[src/rtl/sata_host_cmd_seq_pkg.sv]
// Shared definitions for the SATA host command sequencer: FSM states,
// shadow-register addresses, completion codes and ATA status bit positions.
package sata_host_cmd_seq_pkg;

  typedef enum logic [2:0] {
    IDLE,
    WR_REG,
    WAIT_IPF,
    RD_STAT,
    CAPT,
    FIN
  } state_t;

  localparam logic [4:0] REG_FEATURES = 5'h01;
  localparam logic [4:0] REG_COUNT    = 5'h02;
  localparam logic [4:0] REG_LBA_LO   = 5'h03;
  localparam logic [4:0] REG_LBA_MID  = 5'h04;
  localparam logic [4:0] REG_LBA_HI   = 5'h05;
  localparam logic [4:0] REG_DEVICE   = 5'h06;
  localparam logic [4:0] REG_COMMAND  = 5'h07;
  localparam logic [4:0] REG_STATUS   = 5'h07;

  localparam logic [1:0] ERR_OK      = 2'd0;
  localparam logic [1:0] ERR_DEV     = 2'd1;
  localparam logic [1:0] ERR_TIMEOUT = 2'd2;
  localparam logic [1:0] ERR_LINK    = 2'd3;

  localparam int STS_ERR  = 0;
  localparam int STS_DRQ  = 3;
  localparam int STS_DF   = 5;
  localparam int STS_DRDY = 6;
  localparam int STS_BSY  = 7;

  // Index of the command-register write, the last of the seven.
  localparam logic [2:0] LAST_WR_IDX = 3'd6;

  // Writes go out in address order starting at the features register.
  function automatic logic [4:0] reg_addr(input logic [2:0] idx);
    return 5'(idx) + REG_FEATURES;
  endfunction

endpackage

[src/rtl/sata_host_cmd_seq_if.sv]
// Command request/completion and shadow-register bus between the sequencer
// (master) and the command source / SATA top (slave).
interface sata_host_cmd_seq_if;
  logic        LINKUP;
  logic        CMD_START;
  logic [7:0]  CMD_OPCODE;
  logic [15:0] CMD_FEATURES;
  logic [47:0] CMD_LBA;
  logic [15:0] CMD_COUNT;
  logic        HOST_WRITE_EN;
  logic        HOST_READ_EN;
  logic [4:0]  HOST_ADDR_REG;
  logic [31:0] HOST_WDATA;
  logic [31:0] HOST_RDATA;
  logic        IPF;
  logic        CMD_BUSY;
  logic        CMD_DONE;
  logic [1:0]  CMD_ERR;
  logic [7:0]  CMD_STATUS;

  modport master (
    input  LINKUP, CMD_START, CMD_OPCODE, CMD_FEATURES, CMD_LBA, CMD_COUNT,
    input  HOST_RDATA, IPF,
    output HOST_WRITE_EN, HOST_READ_EN, HOST_ADDR_REG, HOST_WDATA,
    output CMD_BUSY, CMD_DONE, CMD_ERR, CMD_STATUS
  );

  modport slave (
    output LINKUP, CMD_START, CMD_OPCODE, CMD_FEATURES, CMD_LBA, CMD_COUNT,
    output HOST_RDATA, IPF,
    input  HOST_WRITE_EN, HOST_READ_EN, HOST_ADDR_REG, HOST_WDATA,
    input  CMD_BUSY, CMD_DONE, CMD_ERR, CMD_STATUS
  );
endinterface

[src/rtl/sata_timeout_cnt.sv]
// Saturating wait counter: cleared by clr, advances while en, and flags
// terminal count when it reaches TC_VAL.
module sata_timeout_cnt #(
  parameter int            W      = 24,
  parameter logic [W-1:0]  TC_VAL = {W{1'b1}}
) (
  input  logic clk,
  input  logic rst,
  input  logic en,
  input  logic clr,
  output logic tc
);

  logic [W-1:0] cnt_q;

  always_ff @(posedge clk or posedge rst) begin
    if (rst) begin
      cnt_q <= '0;
    end else if (clr) begin
      cnt_q <= '0;
    end else if (en && !tc) begin
      cnt_q <= cnt_q + W'(1);
    end
  end

  assign tc = (cnt_q == TC_VAL);

endmodule

[src/rtl/sata_host_cmd_seq.sv]
// Host-side ATA command sequencer: loads the shadow registers, waits for the
// device interrupt, reads back status and reports completion.
module sata_host_cmd_seq
  import sata_host_cmd_seq_pkg::*;
#(
  parameter int         TIMEOUT_W = 24,
  parameter logic [7:0] DEV_REG   = 8'h40
) (
  input  logic                 CLK,
  input  logic                 RESET,
  sata_host_cmd_seq_if.master  bus
);

  // FIN and the registered done pulse follow terminal count, so stopping two
  // short makes WAIT_IPF entry to CMD_DONE span 2^TIMEOUT_W-1 cycles.
  localparam logic [TIMEOUT_W-1:0] TC_VAL = {TIMEOUT_W{1'b1}} - TIMEOUT_W'(2);

  state_t      state_q, state_d;
  logic [2:0]  wr_idx_q, wr_idx_d;
  logic        we_q, we_d;
  logic        re_q, re_d;
  logic [4:0]  addr_q, addr_d;
  logic [31:0] wdata_q, wdata_d;
  logic        busy_q, busy_d;
  logic        done_q, done_d;
  logic [1:0]  err_q, err_d;
  logic [7:0]  status_q, status_d;

  logic        latch_cmd;
  logic [7:0]  op_q;
  logic [15:0] feat_q;
  logic [47:0] lba_q;
  logic [15:0] cnt_q;

  logic        cnt_en, cnt_clr, cnt_tc;
  logic        unused_rdata;

  function automatic logic [31:0] wr_word(
    input logic [2:0]  idx,
    input logic [7:0]  op,
    input logic [15:0] feat,
    input logic [47:0] lba,
    input logic [15:0] cnt
  );
    logic [31:0] w;
    w = '0;
    case (idx)
      3'd0:    w = {16'h0, feat};
      3'd1:    w = {16'h0, cnt};
      3'd2:    w = {16'h0, lba[31:24], lba[7:0]};
      3'd3:    w = {16'h0, lba[39:32], lba[15:8]};
      3'd4:    w = {16'h0, lba[47:40], lba[23:16]};
      3'd5:    w = {24'h0, DEV_REG};
      default: w = {24'h0, op};
    endcase
    return w;
  endfunction

  sata_timeout_cnt #(
    .W      (TIMEOUT_W),
    .TC_VAL (TC_VAL)
  ) u_timeout (
    .clk (CLK),
    .rst (RESET),
    .en  (cnt_en),
    .clr (cnt_clr),
    .tc  (cnt_tc)
  );

  assign cnt_en  = (state_q == WAIT_IPF);
  assign cnt_clr = (state_q != WAIT_IPF);

  always_comb begin
    state_d   = state_q;
    wr_idx_d  = wr_idx_q;
    we_d      = 1'b0;
    re_d      = 1'b0;
    addr_d    = '0;
    wdata_d   = '0;
    busy_d    = busy_q;
    done_d    = 1'b0;
    err_d     = err_q;
    status_d  = status_q;
    latch_cmd = 1'b0;

    unique case (state_q)
      IDLE: begin
        if (bus.CMD_START) begin
          if (bus.LINKUP) begin
            // First write leaves straight from the request inputs.
            latch_cmd = 1'b1;
            busy_d    = 1'b1;
            err_d     = ERR_OK;
            wr_idx_d  = '0;
            we_d      = 1'b1;
            addr_d    = REG_FEATURES;
            wdata_d   = wr_word(3'd0, bus.CMD_OPCODE, bus.CMD_FEATURES,
                                bus.CMD_LBA, bus.CMD_COUNT);
            state_d   = WR_REG;
          end else begin
            err_d   = ERR_LINK;
            state_d = FIN;
          end
        end
      end

      WR_REG: begin
        if (!bus.LINKUP) begin
          err_d   = ERR_LINK;
          state_d = FIN;
        end else if (wr_idx_q == LAST_WR_IDX) begin
          state_d = WAIT_IPF;
        end else begin
          wr_idx_d = wr_idx_q + 3'd1;
          we_d     = 1'b1;
          addr_d   = reg_addr(wr_idx_q + 3'd1);
          wdata_d  = wr_word(wr_idx_q + 3'd1, op_q, feat_q, lba_q, cnt_q);
        end
      end

      WAIT_IPF: begin
        if (!bus.LINKUP) begin
          err_d   = ERR_LINK;
          state_d = FIN;
        end else if (bus.IPF) begin
          re_d    = 1'b1;
          addr_d  = REG_STATUS;
          state_d = RD_STAT;
        end else if (cnt_tc) begin
          err_d   = ERR_TIMEOUT;
          state_d = FIN;
        end
      end

      RD_STAT: begin
        if (!bus.LINKUP) begin
          err_d   = ERR_LINK;
          state_d = FIN;
        end else begin
          state_d = CAPT;
        end
      end

      CAPT: begin
        status_d = bus.HOST_RDATA[7:0];
        err_d    = bus.HOST_RDATA[STS_ERR] ? ERR_DEV : ERR_OK;
        state_d  = FIN;
      end

      FIN: begin
        done_d  = 1'b1;
        busy_d  = 1'b0;
        state_d = IDLE;
      end

      default: state_d = IDLE;
    endcase
  end

  always_ff @(posedge CLK or posedge RESET) begin
    if (RESET) begin
      state_q  <= IDLE;
      wr_idx_q <= '0;
      we_q     <= 1'b0;
      re_q     <= 1'b0;
      addr_q   <= '0;
      wdata_q  <= '0;
      busy_q   <= 1'b0;
      done_q   <= 1'b0;
      err_q    <= ERR_OK;
      status_q <= '0;
    end else begin
      state_q  <= state_d;
      wr_idx_q <= wr_idx_d;
      we_q     <= we_d;
      re_q     <= re_d;
      addr_q   <= addr_d;
      wdata_q  <= wdata_d;
      busy_q   <= busy_d;
      done_q   <= done_d;
      err_q    <= err_d;
      status_q <= status_d;
    end
  end

  // Command fields only matter while busy, so they carry no reset.
  always_ff @(posedge CLK) begin
    if (latch_cmd) begin
      op_q   <= bus.CMD_OPCODE;
      feat_q <= bus.CMD_FEATURES;
      lba_q  <= bus.CMD_LBA;
      cnt_q  <= bus.CMD_COUNT;
    end
  end

  assign unused_rdata = ^bus.HOST_RDATA[31:8];

  assign bus.HOST_WRITE_EN = we_q;
  assign bus.HOST_READ_EN  = re_q;
  assign bus.HOST_ADDR_REG = addr_q;
  assign bus.HOST_WDATA    = wdata_q;
  assign bus.CMD_BUSY      = busy_q;
  assign bus.CMD_DONE      = done_q;
  assign bus.CMD_ERR       = err_q;
  assign bus.CMD_STATUS    = status_q;

endmodule
[src/flat_wrapper.sv]
// flat-port wrapper written by rule: the top's interface ports become plain ports
module sata_host_cmd_seq_flat import sata_host_cmd_seq_pkg::*;
#(
  parameter int         TIMEOUT_W = 24,
  parameter logic [7:0] DEV_REG   = 8'h40
)
  (CLK, RESET, bus_LINKUP, bus_CMD_START, bus_CMD_OPCODE, bus_CMD_FEATURES, bus_CMD_LBA, bus_CMD_COUNT, bus_HOST_RDATA, bus_IPF, bus_HOST_WRITE_EN, bus_HOST_READ_EN, bus_HOST_ADDR_REG, bus_HOST_WDATA, bus_CMD_BUSY, bus_CMD_DONE, bus_CMD_ERR, bus_CMD_STATUS);
  sata_host_cmd_seq_if bus_i ();
  input  logic CLK;
  input  logic RESET;
  input wire logic [$bits(bus_i.LINKUP)-1:0] bus_LINKUP;
  input wire logic [$bits(bus_i.CMD_START)-1:0] bus_CMD_START;
  input wire logic [$bits(bus_i.CMD_OPCODE)-1:0] bus_CMD_OPCODE;
  input wire logic [$bits(bus_i.CMD_FEATURES)-1:0] bus_CMD_FEATURES;
  input wire logic [$bits(bus_i.CMD_LBA)-1:0] bus_CMD_LBA;
  input wire logic [$bits(bus_i.CMD_COUNT)-1:0] bus_CMD_COUNT;
  input wire logic [$bits(bus_i.HOST_RDATA)-1:0] bus_HOST_RDATA;
  input wire logic [$bits(bus_i.IPF)-1:0] bus_IPF;
  output wire logic [$bits(bus_i.HOST_WRITE_EN)-1:0] bus_HOST_WRITE_EN;
  output wire logic [$bits(bus_i.HOST_READ_EN)-1:0] bus_HOST_READ_EN;
  output wire logic [$bits(bus_i.HOST_ADDR_REG)-1:0] bus_HOST_ADDR_REG;
  output wire logic [$bits(bus_i.HOST_WDATA)-1:0] bus_HOST_WDATA;
  output wire logic [$bits(bus_i.CMD_BUSY)-1:0] bus_CMD_BUSY;
  output wire logic [$bits(bus_i.CMD_DONE)-1:0] bus_CMD_DONE;
  output wire logic [$bits(bus_i.CMD_ERR)-1:0] bus_CMD_ERR;
  output wire logic [$bits(bus_i.CMD_STATUS)-1:0] bus_CMD_STATUS;
  assign bus_i.LINKUP = bus_LINKUP;
  assign bus_i.CMD_START = bus_CMD_START;
  assign bus_i.CMD_OPCODE = bus_CMD_OPCODE;
  assign bus_i.CMD_FEATURES = bus_CMD_FEATURES;
  assign bus_i.CMD_LBA = bus_CMD_LBA;
  assign bus_i.CMD_COUNT = bus_CMD_COUNT;
  assign bus_i.HOST_RDATA = bus_HOST_RDATA;
  assign bus_i.IPF = bus_IPF;
  assign bus_HOST_WRITE_EN = bus_i.HOST_WRITE_EN;
  assign bus_HOST_READ_EN = bus_i.HOST_READ_EN;
  assign bus_HOST_ADDR_REG = bus_i.HOST_ADDR_REG;
  assign bus_HOST_WDATA = bus_i.HOST_WDATA;
  assign bus_CMD_BUSY = bus_i.CMD_BUSY;
  assign bus_CMD_DONE = bus_i.CMD_DONE;
  assign bus_CMD_ERR = bus_i.CMD_ERR;
  assign bus_CMD_STATUS = bus_i.CMD_STATUS;
  sata_host_cmd_seq #(.TIMEOUT_W(TIMEOUT_W), .DEV_REG(DEV_REG)) u_core (.CLK(CLK), .RESET(RESET), .bus(bus_i));
endmodule
[config.mk]
export PLATFORM = sky130hd
export DESIGN_NAME = sata_host_cmd_seq_flat
export DESIGN_NICKNAME = d
export VERILOG_FILES = /design/src/rtl/sata_host_cmd_seq_pkg.sv /design/src/rtl/sata_host_cmd_seq_if.sv /design/src/rtl/sata_timeout_cnt.sv /design/src/rtl/sata_host_cmd_seq.sv /design/src/flat_wrapper.sv
export SDC_FILE = /design/constraint.sdc
export NUM_CORES = 1
export LEC_CHECK = 0
export ABC_AREA = 1
export CAP_MARGIN = 5
export CELL_PAD_IN_SITES_DETAIL_PLACEMENT = 0
export CELL_PAD_IN_SITES_GLOBAL_PLACEMENT = 1
export CORE_MARGIN = 5
export CORE_UTILIZATION = 30
export DETAILED_ROUTE_END_ITERATION = 7
export PLACE_DENSITY = 0.65
export SLEW_MARGIN = 5
export SYNTH_ARGS = -nofsm -noshare
export SYNTH_HDL_FRONTEND = slang
export SYNTH_SLANG_ARGS = --single-unit
[constraint.sdc]
create_clock -name CLK -period 5.7 [get_ports CLK]
set_input_delay 0.855 -clock CLK [delete_from_list [all_inputs] [get_ports CLK]]
set_output_delay 0.855 -clock CLK [all_outputs]
set_load 0.005 [all_outputs]
Word-level counts from Yosys, hierarchy flattened
Cells that the tools add are included.
- add/sub/neg operators: 3
- equality and inequality tests: 22
- multiplexer cells: 50
- reduce and logical (&&, ||, !) cells: 13
- operator list (cell ; count):
    32-bit 2-to-1 mux ; 3
    16-bit one-hot mux with 6 select lines ; 1
    32-bit one-hot mux with 2 select lines ; 1
    24-bit 2-to-1 mux ; 2
    3-bit 2-to-1 mux ; 12
    24-bit by 1-bit adder with 24-bit output, second input constant ; 1
    24-bit equality test, second input constant ; 1
    5-bit 2-to-1 mux ; 4
    16-bit 2-to-1 mux ; 1
    3-bit equality test, second input constant ; 5
    3-bit one-hot mux with 5 select lines ; 1
    5-bit one-hot mux with 3 select lines ; 1
    1-bit 2-to-1 mux ; 14
    3-bit by 2-bit equality test with 1-bit output, second input constant ; 4
    2-bit 2-to-1 mux ; 6
    2-bit != test, second input constant ; 5
    5-bit AND reduction ; 2
    3-bit by 2-bit != test with 1-bit output, second input constant ; 3
    2-bit one-hot mux with 4 select lines ; 1
    3-bit by 1-bit equality test with 1-bit output, second input constant ; 2
    3-bit zero test ; 2
    3-bit one-hot mux with 2 select lines ; 1
    3-bit AND reduction ; 2
    2-bit nonzero test ; 3
    9 further kinds ; 10
- flip-flop bits (word level): 169
- bits of input ports: 125
- output and inout bits: 51

Longest topological paths before layout
- depth in word-level cells: 6
- gate-level depth with buffers: 13
- depth with buffers taken out: 12

By module
A second synthesis with hierarchy kept.
- cells, all modules: 744
- area total of the unflattened synthesis: 7041.8 um^2
- modules (own cells, without submodules) (module ; instances ; cells each ; area each (um^2) ; seq. area each (um^2)):
    sata_host_cmd_seq ; 1 ; 489 ; 5388.9 ; 3643.5
    sata_timeout_cnt ; 1 ; 255 ; 1652.8 ; 600.6

Worst setup path before layout
No wires, ideal clock.
- kind: input -> register
- start point: in bus_CMD_START
- end point: reg u_core.cnt_q[0] (enable)
- library setup time: 377 ps
- arrival time: 1638 ps
- setup slack: 3685 ps
- cell stages on the path: 3
- path buffers: 1
- cells stage by stage: nand3_1 > inv_2 > buf_6
- longest elaborated chain between the ends: 2
- ends and longest elaborated chain (item ; RTL line ; source):
    start: declaration ; flat_wrapper.sv:12 ; input wire logic [$bits(bus_i.CMD_START)-1:0] bus_CMD_START;
    1-bit 2-to-1 mux ; sata_host_cmd_seq.sv:88 ; if (bus.CMD_START) begin
    1-bit 2-to-1 mux ; sata_host_cmd_seq.sv:86 ; unique case (state_q)
    named net u_core.latch_cmd ; sata_host_cmd_seq.sv:29 ; logic latch_cmd;
    end signal: assignment ; sata_host_cmd_seq.sv:192 ; cnt_q <= bus.CMD_COUNT;
    end: declaration ; sata_host_cmd_seq.sv:33 ; logic [15:0] cnt_q;
The timed path passes the listed nets, and every way through them passes these cells.
A chain may end at the register's enable or synchronous reset.

Worst setup path in the final report
- start point: in bus_LINKUP
- end point: reg u_core.lba_q[30] (enable)
- longest elaborated chain between the ends: 3
- ends and longest elaborated chain (item ; RTL line ; source):
    start: declaration ; flat_wrapper.sv:11 ; input wire logic [$bits(bus_i.LINKUP)-1:0] bus_LINKUP;
    1-bit 2-to-1 mux ; sata_host_cmd_seq.sv:89 ; if (bus.LINKUP) begin
    1-bit 2-to-1 mux ; sata_host_cmd_seq.sv:88 ;
    1-bit 2-to-1 mux ; sata_host_cmd_seq.sv:86 ;
    end signal: assignment ; sata_host_cmd_seq.sv:191 ; lba_q <= bus.CMD_LBA;
    end: declaration ; sata_host_cmd_seq.sv:32 ; logic [47:0] lba_q;
Every way passes these cells.

==> reports/qor.yml <==
status: "finished, final reports clean"
grt_pass1_vias: 4771
finalSetupViolCount: 0
sw_frac_of_total_pct: 31.88
regToRegSetupSlack_ns: 2.88
p_int_mw: 2.343
hold_violations: 0
antenna_found_initial: 2
antennaDiodeCount: 0
clkLatencyLatePin_ns: 0.42
area_growth_pct: 31.56
grt_use_total_pct: 12.80
via_per_inst: 4.350
r2r_cells: 11
nFillCells: 2215
drv_cap: 0
cp-start-kind: "input pin"
holdWs_ns: 0.4806
cts_resized: 0
pwr-share-comb_pct: 27.3
post-route-period-util_pct: 50.60
gp_congestion: 0.7914
yosysSeqAreaShare_pct: 63.65
final_common_cell: "nand2_1"
skew_ns: 0.006861
startpoint: "bus_LINKUP"
slew_headroom_pct: 36.78
grt_max_degree: 77
yosys_register_bits: 152
cts_tree: "yes"
dp_hpwl_mm: 11.34
max_freq_mhz: 346.7
rows: 54
ys_warn_count: 0
p_seq_share_pct: 42.2
cp_max_fo: 76
portBuffers: 134
syn_area_per_cell_um2: 9.791
slew_viol_final: 0
syn_inst: 681
cts_buffer_depth: 2
design_area_um2: 8772
start_util_pct: 30.55
drtAntennaViolNets: 0
slowest_stage: "inv_4"
crit_arrival_ns: 2.97
path_cells: "clkdlybuf4s50_1, nand3_1, inv_4, buf_4"
cp-endpoint: "u_core.lba_q[30]"
worst-path-buf-inv: 3
hold_buffers: 0
post_cts_buffers: 0
peakVddDrop_mv: 0.1830
p_leak_nw: 3.661
max_stage_delay_ns: 0.70
rsz0062_at_grt: "no"
power_per_cell_area_nw_per_um2: 392.2
final_cell_mix: "nand2_1 (268), clkdlybuf4s50_1 (134), edfxtp_1 (88)"
cts_buffers: 17
drc: 0
worst_slew_pin_slew_ns: 0.9456
grt_pass1_wl_mm: 25.81
hold_class: "flop to flop"
root_buffer: "clkbuf_16"
endpoint_kind: "flop"
synth_area_um2: 6668
die_y_um: 159.1
timing.rr.end: "u_core.bus.HOST_WDATA[9]"
fp.dieW_um: 159.1
wl_per_cell_um: 14.51
ys.flop_type: "edfxtp_1"
core_area_um2: 21820
first_iter_violations: 357
ioPinCount: 176
criticalPathCategory: "input pin to flop"
synth_edf_count: 88
power_frac_clock_pct: 30.4
finalSetupTns_ns: 0
post-route-min-period_ns: 2.884
grt_overflow_total: 0
first_pass_iters: 4
p_sw_mw: 1.097
dieArea_um2: 25310
utilization_pct: 40.20
h-tree-depth: 4
drive_gt1_share_pct: 7.904
routed_wl_mm: 16.18
required_ns: 5.78
crit_family: "buffers and inverters"
placed_cells: 1083
final_nets: 955
dpl_cell_area_um2: 8227
yosysUniqueCellTypes: 33
reg2reg_from: "u_core.wr_idx_q[1]"
clock-sinks: 152
instances_no_fill: 1115
vias: 4850
synthArstFlopShare_pct: 42.11
path_depth: 4
clk_pin_slew_worst_paths_ns: 0.06
-- registers in the layout (all words and copies together), names as in the netlist --
signal / flops
u_core.bus.CMD_BUSY: 1
u_core.bus.CMD_DONE: 1
u_core.bus.CMD_ERR: 2
u_core.bus.CMD_STATUS: 8
u_core.bus.HOST_ADDR_REG: 4
u_core.bus.HOST_READ_EN: 1
u_core.bus.HOST_WDATA: 16
u_core.bus.HOST_WRITE_EN: 1
u_core.cnt_q: 16
u_core.feat_q: 16
u_core.lba_q: 48
u_core.op_q: 8
u_core.state_q: 3
u_core.u_timeout.cnt_q: 24
u_core.wr_idx_q: 3
-- tightest hold or removal path, stage by stage, from the launching register on --
cell and delay, ns:
dfrtp_1 0.35, nand2_1 0.05, nand2_1 0.05
-- per-layer routing --
metal	up-vias	track usage, %	wire (µm)
met4	4	3.257	144
met5	-	0	25
li1	2472	-	-
met2	126	20.17	7486
met3	14	5.100	1217
met1	2234	16.57	7305
-- metrics by stage --
stage / power (mW) / setup WS (ns)
after CTS: 3.500 / 2.802
after global placement: 2.438 / 2.434
after floorplan: 1.997 / 3.247
after detailed placement: 2.439 / 2.407
after global routing: 3.660 / 2.577
final: 3.440 / 2.816
-- cell usage after synthesis (2+ instances only) --
library cell | number | area [µm²]
a31o_2 | 2 | 17.52
inv_1 | 30 | 112.6
o211ai_1 | 2 | 15.01
a21oi_1 | 12 | 60.06
clkinv_1 | 8 | 30.03
nor2_1 | 51 | 191.4
inv_2 | 6 | 22.52
nand2_1 | 268 | 1006
nor3_1 | 3 | 15.01
buf_6 | 2 | 22.52
nand2_2 | 4 | 25.02
o21ai_1 | 10 | 50.05
buf_4 | 20 | 150.1
edfxtp_1 | 88 | 2643
o21ai_0 | 16 | 80.08
nor2_4 | 6 | 67.56
clkbuf_1 | 2 | 7.510
nand4_1 | 3 | 18.77
ha_1 | 8 | 100.1
or2_2 | 9 | 56.30
nand3_1 | 46 | 230.2
a31oi_1 | 4 | 25.02
buf_2 | 6 | 30.03
nor2_2 | 3 | 18.77
dfrtp_1 | 64 | 1602
-- how the worst min path moves through the flow --
| stage | from | end | slack (ns) | cells past startpoint |
|---|---|---|---|---|
| 6_report | u_core.bus.CMD_ERR[1] | u_core.bus.CMD_ERR[1] | 0.48 | 2 |
| 5_1_grt | u_core.bus.CMD_STATUS[4] | u_core.bus.CMD_STATUS[4] | 0.50 | 2 |
| 4_1_cts | u_core.bus.CMD_ERR[1] | u_core.bus.CMD_ERR[1] | 0.48 | 2 |
| 3_5_place_dp | u_core.bus.CMD_ERR[1] | u_core.bus.CMD_ERR[1] | 0.46 | 2 |
| 3_3_place_gp | u_core.bus.CMD_ERR[0] | u_core.bus.CMD_ERR[0] | 0.46 | 2 |
| 2_1_floorplan | u_core.u_timeout.cnt_q[10] | u_core.u_timeout.cnt_q[10] | 0.46 | 1 |
-- power groups by stage --
stage               registers (mW)  clock network, mW  logic, mW
floorplan                     1.47                  0      0.526
global placement              1.48                  0      0.962
detailed placement            1.48                  0      0.963
CTS                           1.46               1.08      0.968
global route                  1.47               1.12       1.07
finish                        1.45               1.05      0.940
-- cell type report --
class | instances | area, µm² | area share, %
Tap cell | 280 | 350.3 | 3.994
Timing Repair Buffer | 136 | 1356 | 15.46
Inverter | 44 | 167.7 | 1.911
Multi-Input combinational cell | 471 | 2108 | 24.03
Clock buffer | 18 | 429.2 | 4.892
Clock inverter | 14 | 116.4 | 1.326
Sequential cell | 152 | 4244 | 48.38
-- cells by family (layout without fill, tap and decap cells) --
group                    after synthesis  after routing  share of synthesized area (%)
buffers and inverters                 74            212                          5.630
flip-flops                           152            152                          63.65
other                                  1             17                        0.05624
adder cells (fa/ha/maj)                8              8                          1.501
AO/OA/AOI/OAI                         50             50                          4.222
AND/OR/NAND/NOR                      396            396                          24.94
Power figures use the tool's default switching activity.
